==> src/rtl/shiftreg_debounce_pkg.sv <==
// Shared constants for the shiftreg_debounce slice: FILTER_LEN legal range
// and the per-bit counter width that covers the whole range.
package shiftreg_debounce_pkg;
  localparam int unsigned FILTER_LEN_MIN = 2;
  localparam int unsigned FILTER_LEN_MAX = 15;
  // Wide enough for FILTER_LEN_MAX-1 so every legal FILTER_LEN shares one width.
  localparam int unsigned CNT_W          = $clog2(FILTER_LEN_MAX);
endpackage

==> src/rtl/shiftreg_debounce_bit.sv <==
// Single-bit run-length debouncer: run counter, stable bit and rise/fall pulses.
// toggle_o is the combinational "stable bit flips on this edge" strobe.
module debounce_bit
  import shiftreg_debounce_pkg::*;
#(
  parameter logic        DEFAULT_STATE = 1'b0,
  parameter int unsigned FILTER_LEN    = 4
) (
  input  logic clk,
  input  logic rst_n,
  input  logic clk_en_i,
  input  logic sample_i,
  input  logic d_raw_i,
  output logic stable_o,
  output logic rise_o,
  output logic fall_o,
  output logic toggle_o
);
  localparam logic [CNT_W-1:0] CNT_MAX = CNT_W'(FILTER_LEN - 1);

  logic [CNT_W-1:0] cnt_q, cnt_d;
  logic             stable_q, stable_d;
  logic             rise_q, fall_q;
  logic             take, diff;

  assign take     = clk_en_i & sample_i;
  assign diff     = d_raw_i ^ stable_q;
  assign toggle_o = take & diff & (cnt_q == CNT_MAX);

  // Any agreeing sample restarts the run outright.
  always_comb begin
    cnt_d    = cnt_q;
    stable_d = stable_q;
    if (take) begin
      if (!diff) begin
        cnt_d = '0;
      end else if (cnt_q == CNT_MAX) begin
        cnt_d    = '0;
        stable_d = ~stable_q;
      end else begin
        cnt_d = cnt_q + 1'b1;
      end
    end
  end

  // Pulses are rewritten every clock so they last exactly one cycle even with clk_en low.
  always_ff @(posedge clk or negedge rst_n) begin
    if (!rst_n) begin
      cnt_q    <= '0;
      stable_q <= DEFAULT_STATE;
      rise_q   <= 1'b0;
      fall_q   <= 1'b0;
    end else begin
      cnt_q    <= cnt_d;
      stable_q <= stable_d;
      rise_q   <= toggle_o & ~stable_q;
      fall_q   <= toggle_o &  stable_q;
    end
  end

  assign stable_o = stable_q;
  assign rise_o   = rise_q;
  assign fall_o   = fall_q;
endmodule

==> src/rtl/shiftreg_debounce.sv <==
// Parallel debouncer for the shiftreg165 word, with optional change-event queue.
// Define SHIFTREG_DEBOUNCE_EVENTS_EN to build the pending mask and priority encoder.
module shiftreg_debounce
  import shiftreg_debounce_pkg::*;
#(
  parameter int unsigned BITS          = 8,
  parameter logic        DEFAULT_STATE = 1'b0,
  parameter int unsigned FILTER_LEN    = 4
) (
  input  logic                    clk,
  input  logic                    rst_n,
  input  logic                    clk_en,
  input  logic                    sample,
  input  logic [BITS-1:0]         d_raw,
  output logic [BITS-1:0]         d_stable,
  output logic [BITS-1:0]         rise,
  output logic [BITS-1:0]         fall,
  output logic                    ev_valid,
  input  logic                    ev_ready,
  output logic [$clog2(BITS)-1:0] ev_bit,
  output logic                    ev_level
);
  localparam int unsigned IDX_W = $clog2(BITS);

  if (FILTER_LEN < FILTER_LEN_MIN || FILTER_LEN > FILTER_LEN_MAX) begin : g_bad_len
    $error("shiftreg_debounce: FILTER_LEN out of range");
  end

  logic [BITS-1:0] tog;

  for (genvar i = 0; i < BITS; i++) begin : g_bit
    debounce_bit #(
      .DEFAULT_STATE (DEFAULT_STATE),
      .FILTER_LEN    (FILTER_LEN)
    ) u_bit (
      .clk      (clk),
      .rst_n    (rst_n),
      .clk_en_i (clk_en),
      .sample_i (sample),
      .d_raw_i  (d_raw[i]),
      .stable_o (d_stable[i]),
      .rise_o   (rise[i]),
      .fall_o   (fall[i]),
      .toggle_o (tog[i])
    );
  end

`ifdef SHIFTREG_DEBOUNCE_EVENTS_EN
  logic [BITS-1:0]  pending_q, pending_d, pop;
  logic [IDX_W-1:0] idx;

  // Lowest pending index wins.
  always_comb begin
    idx = '0;
    for (int i = BITS - 1; i >= 0; i--) begin
      if (pending_q[i]) idx = IDX_W'(i);
    end
  end

  assign ev_valid = |pending_q;
  assign ev_bit   = idx;
  assign ev_level = d_stable[idx];

  // Set after clear: a toggle on the pop edge keeps the event alive.
  assign pop       = (ev_valid && ev_ready) ? ({{(BITS-1){1'b0}}, 1'b1} << idx) : '0;
  assign pending_d = (pending_q & ~pop) | tog;

  always_ff @(posedge clk or negedge rst_n) begin
    if (!rst_n) pending_q <= '0;
    else        pending_q <= pending_d;
  end
`else
  logic unused_ev;
  assign unused_ev = ev_ready ^ (^tog);
  assign ev_valid  = 1'b0;
  assign ev_bit    = '0;
  assign ev_level  = 1'b0;
`endif
endmodule

==> config.mk <==
export PLATFORM = sky130hd
export DESIGN_NAME = shiftreg_debounce
export DESIGN_NICKNAME = d
export VERILOG_FILES = /design/src/rtl/shiftreg_debounce_pkg.sv /design/src/rtl/shiftreg_debounce_bit.sv /design/src/rtl/shiftreg_debounce.sv
export SDC_FILE = /design/constraint.sdc
export NUM_CORES = 1
export LEC_CHECK = 0
export CELL_PAD_IN_SITES_DETAIL_PLACEMENT = 0
export CELL_PAD_IN_SITES_GLOBAL_PLACEMENT = 2
export CORE_MARGIN = 2
export CORE_UTILIZATION = 35
export DETAILED_ROUTE_END_ITERATION = 7
export PLACE_DENSITY_LB_ADDON = 0.1
export SYNTH_ARGS = -nofsm -noshare
export SYNTH_HDL_FRONTEND = slang
export SYNTH_SLANG_ARGS = --single-unit
==> constraint.sdc <==
create_clock -name clk -period 1.7 [get_ports clk]
set_input_delay 0.34 -clock clk [delete_from_list [all_inputs] [get_ports clk]]
set_output_delay 0.34 -clock clk [all_outputs]
set_load 0.1 [all_outputs]
# --- Word level (Yosys, flattened, before mapping) ---
# Cells that the tools add are included.
totals:
  ff_bits: 56
  input_bits: 13
  output_inout_bits: 29
  wordCells: 121
op_classes:
  addsub: 8
  eq_ne: 8
  muxes: 16
  bitwise: 49
  reduce_logical: 8
ops:
  columns: ["op", "count"]
  rows:
  - ["$mux 4", 16]
  - ["$and 1x1->1", 33]
  - ["$add 4x1->4 const B", 8]
  - ["$eq 4x2->1 const B", 8]
  - ["$reduce_and 3->1", 8]
  - ["$not 1->1", 8]
  - ["$xor 1x1->1", 8]

# --- Logic depth before layout (Yosys ltp) ---
depth:
  word_depth: 4
  depth_mapped: 5
  depth_no_buf: 4

# --- By module ---
# Synthesis repeated with hierarchy kept, for this count alone.
hier_totals:
  hier_cells: 238
  area_unflattened_um2: 2673.8
modules_own_cells:
  columns: ["module", "instances", "cells_each", "area_per_inst_um2", "seq_area_each_um2"]
  rows:
  - ["debounce_bit", 8, 29, 329.1, 175.2]
  - ["shiftreg_debounce", 1, 6, 41.3, 0.0]

# --- Worst setup path before layout ---
# No wires, ideal clock.
synth_timing:
  kind: "register -> register"
  startpoint: "register g_bit[3].u_bit.cnt_q[0]"
  endpoint: "register g_bit[3].u_bit.stable_q"
  setup_ns: 0.128
  t_arrival_ns: 1.187
  required_time_ns: 1.572
  slack_ns: 0.386
  stages_incl_launch_ff: 5
  path_buffers: 0
  synth_period_minus_slack_ns: 1.314
  path_cell_list: "dfrtp_1 -> ha_1 -> nor3b_1 -> nand2_1 -> mux2_1"
synth_between:
  elab_chain_len: 2
synth_lines:
  columns: ["element", "line", "source"]
  rows:
  - ["start, declared", "shiftreg_debounce_bit.sv:21", "logic [CNT_W-1:0] cnt_q, cnt_d;"]
  - ["start signal, assigned", "shiftreg_debounce_bit.sv:54", "cnt_q <= cnt_d;"]
  - ["$eq 4x2->1", "shiftreg_debounce_bit.sv:37", "end else if (cnt_q == CNT_MAX) begin"]
  - ["$reduce_and 3->1 (no source line)", null, null]
  - ["end signal, assigned", "shiftreg_debounce_bit.sv:55", "stable_q <= stable_d;"]
  - ["end, declared", "shiftreg_debounce_bit.sv:22", "logic stable_q, stable_d;"]
# Every way passes these cells.
# A chain may end at the register's enable or synchronous reset.

# --- Final worst setup path ---
# Same ends and word-level chain as after synthesis.

==> impl_metrics.yaml <==
layout:
  multi_input_area_um2: 1150
  fillers: 736
  final_cell_mix: "dfrtp_1 (56), nand2_1 (30), buf_4 (27), buf_12 (27), nor3b_1 (21)"
  drive_gt1_frac: 0.251
  syn_to_final_growth_pct: 29.3
  nNetsFinal: 323
  diodes: 0
  register_area_um2: 1400
  layout_commonest_cell: "dfrtp_1"
synthesis:
  synth_enable_flop_cells: 0
  yosys_warnings: 0
  ys_ff_latch: 56
  synth_ff_type: "dfrtp_1"
  synth.avg_cell_area_um2: 10.8
  yosysTopAreaCell: "dfrtp_1"
  postSynthCellCount: 260
  postSynth.asyncResetShare: 1.00
  netlist_area_um2: 2820
  ys_seq_area_frac: 0.497
  synthDistinctLibCells: 33
  synthTopCellsByArea: "dfrtp_1 (50%), buf_4 (7.7%), nor3b_1 (5.6%), nand2_1 (4.0%), ha_1 (3.6%)"
  synth_top_area_frac: 0.497
floorplanning:
  die_area_um2: 8780
  initial_core_util: 0.363
  die_x_um: 93.7
  ioPinCount: 42
  fp-row-count: 32
  die_h_um: 93.7
  coreArea_um2: 7770
timing:
  min_period_over_period: 0.871
  min_period_ns: 1.48
  finalWorstSetupSlack_ns: 0.220
  slew_viol_final: 0
  fmax_ghz: 0.676
  hold_violations: 0
  tns_ns: 0
  fin_skew_ns: 0.00774
  setup_violations: 0
  rsz0062_at_grt: "no"
critical_path:
  endpoint: "g_bit[3].u_bit.stable_o"
  path_buf_inv: 0
  cp-startpoint: "g_bit[3].u_bit.cnt_q[0]"
  cp.arrival_ns: 1.68
  worst-setup-path-type: "reg2reg"
  crit_fanout: 4
  crit_path_top_delay_cell: "dfrtp_1"
  crit_family: "simple AND/OR/NAND/NOR gates"
  start_kind: "flip-flop"
  worstReg2RegStart: "g_bit[3].u_bit.cnt_q[0]"
  cpPeakStageDelay_ns: 0.40
  timing.rr.end: "g_bit[3].u_bit.stable_o"
  r2r_slack_ns: 0.22
  endpoint_kind: "flip-flop"
  path_depth: 4
  crit_path_cell_trace: "ha_1 -> nor3b_1 -> nand2_1 -> mux2_1"
  worstRegToRegCells: 4
  cp_data_required_time_ns: 1.90
routing:
  vias_per_cell: 4.78
  drc: 0
  firstDrtPassIters: 4
  num_vias: 1937
  detail_route.iter0.violations: 45
  routed_wl_mm: 4.80
  drtAntennaViolNets: 0
  wl_per_cell_um: 11.9
pwr:
  p_leak_nw: 1.64
  max-vdd-ir-drop_uv: 689
  powerDensity_nw_per_um2: 1220
  p_total_mw: 4.43
flow_run:
  max_cap_violations: 0
global_route:
  grt_usage: 0.119
  antenna_found_initial: 0
  grt_overflow: 0
  grt_pass1_wl_mm: 8.34
  grt_pass1_vias: 1892
  grt_max_degree: 57
clock_network:
  cts_buffer_depth: 2
  numCtsBuffers: 5
  hold_buffers: 0
  h-tree-depth: 2
  path_clk_slew_ns: 0.10
  clock_sinks: 56
  clk_latency_ns: 0.31
  cts_root_buf: "clkbuf_8"
  cts_tree: "yes"
  post_cts_buffers: 0
  cts_resized: 0
place:
  dp_slack_ns: -0.0341
  gp_congestion: 0.710
  hpwlAfterDp_mm: 3.35
  portBuffers: 35
status:
  status: "complete, no violations"
worst_hold_path:
  hold_class: "in2async"
## synthesized netlist by cell type (4+ instances only)
| master | instances |
|---|---|
| nor3b_1 | 21 |
| ha_1 | 8 |
| nor2_1 | 8 |
| xor2_1 | 4 |
| xnor2_1 | 4 |
| nand2_1 | 30 |
| o31ai_2 | 5 |
| o21ai_0 | 11 |
| and3_1 | 4 |
| nand2_2 | 4 |
| dfrtp_1 | 56 |
| inv_1 | 7 |
| nor2b_1 | 8 |
| buf_4 | 29 |
| a22o_1 | 8 |
| a32o_1 | 4 |
| nand3_1 | 12 |
| mux2_1 | 8 |
## sequential cells by signal, indices dropped and copies added, names as in the netlist
name                  count
g_bit.u_bit.cnt_q        32
g_bit.u_bit.fall_o        8
g_bit.u_bit.rise_o        8
g_bit.u_bit.stable_o      8
## worst min-delay path by stage
stage / to / cells past startpoint / slack [ns] / startpoint
3_5_place_dp: g_bit[7].u_bit.fall_o / 2 / 0.37 / rst_n
3_3_place_gp: g_bit[7].u_bit.rise_o / 2 / 0.37 / rst_n
6_report: g_bit[7].u_bit.fall_o / 2 / 0.01 / rst_n
5_1_grt: g_bit[7].u_bit.fall_o / 2 / 0.03 / rst_n
4_1_cts: g_bit[7].u_bit.rise_o / 2 / 0.02 / rst_n
2_1_floorplan: g_bit[0].u_bit.cnt_q[0] / 0 / 0.04 / rst_n
## per-layer routing
layer	global-route usage	wire (um)	vias up	share of wire
li1	-	-	964	-
met1	0.152	2300	927	0.48
met2	0.193	2230	37	0.47
met4	0.0423	85	0	0.018
met5	0	0	-	0
met3	0.0321	185	9	0.039
## layout make-up
cell class                 instances  area share
tap                              102      0.0350
multi-input combinational        167       0.315
inverter                           7     0.00721
timing repair buffer              65       0.233
sequential                        56       0.385
clock buffer                       6      0.0227
clock inverter                     2     0.00275
## cell families after synthesis
family / count (synthesis) / share of synthesized area
simple gates: 92 / 0.182
flops: 56 / 0.497
compound gates: 46 / 0.126
buf+inv: 41 / 0.101
fa+ha+maj: 8 / 0.0355
xor+xnor: 8 / 0.0249
mux: 8 / 0.0320
other cells: 1 / 0.00133
## stage by stage
stage | std cells | hold slack [ns] | util | cell area [um2]
detailed placement | 397 | 0.374 | 0.457 | 3550
finish | 405 | 0.00963 | 0.469 | 3640
floorplan | 264 | 0.0444 | - | 2830
CTS | 405 | 0.0221 | 0.469 | 3640
global route | 405 | 0.0268 | 0.469 | 3640
global placement | 397 | 0.374 | 0.457 | 3550
## where the power goes
part           switching [mW]  internal [mW]  total, mW
registers               0.316           1.58       1.90
logic                    1.03          0.746       1.78
clock network           0.426          0.326      0.752
## worst register-to-register path, cell delays in order (launching register included)
cell and delay [ns]:
dfrtp_1 0.40, ha_1 0.20, nor3b_1 0.31, nand2_1 0.14, mux2_1 0.32
(Power assumes the default switching activity.)
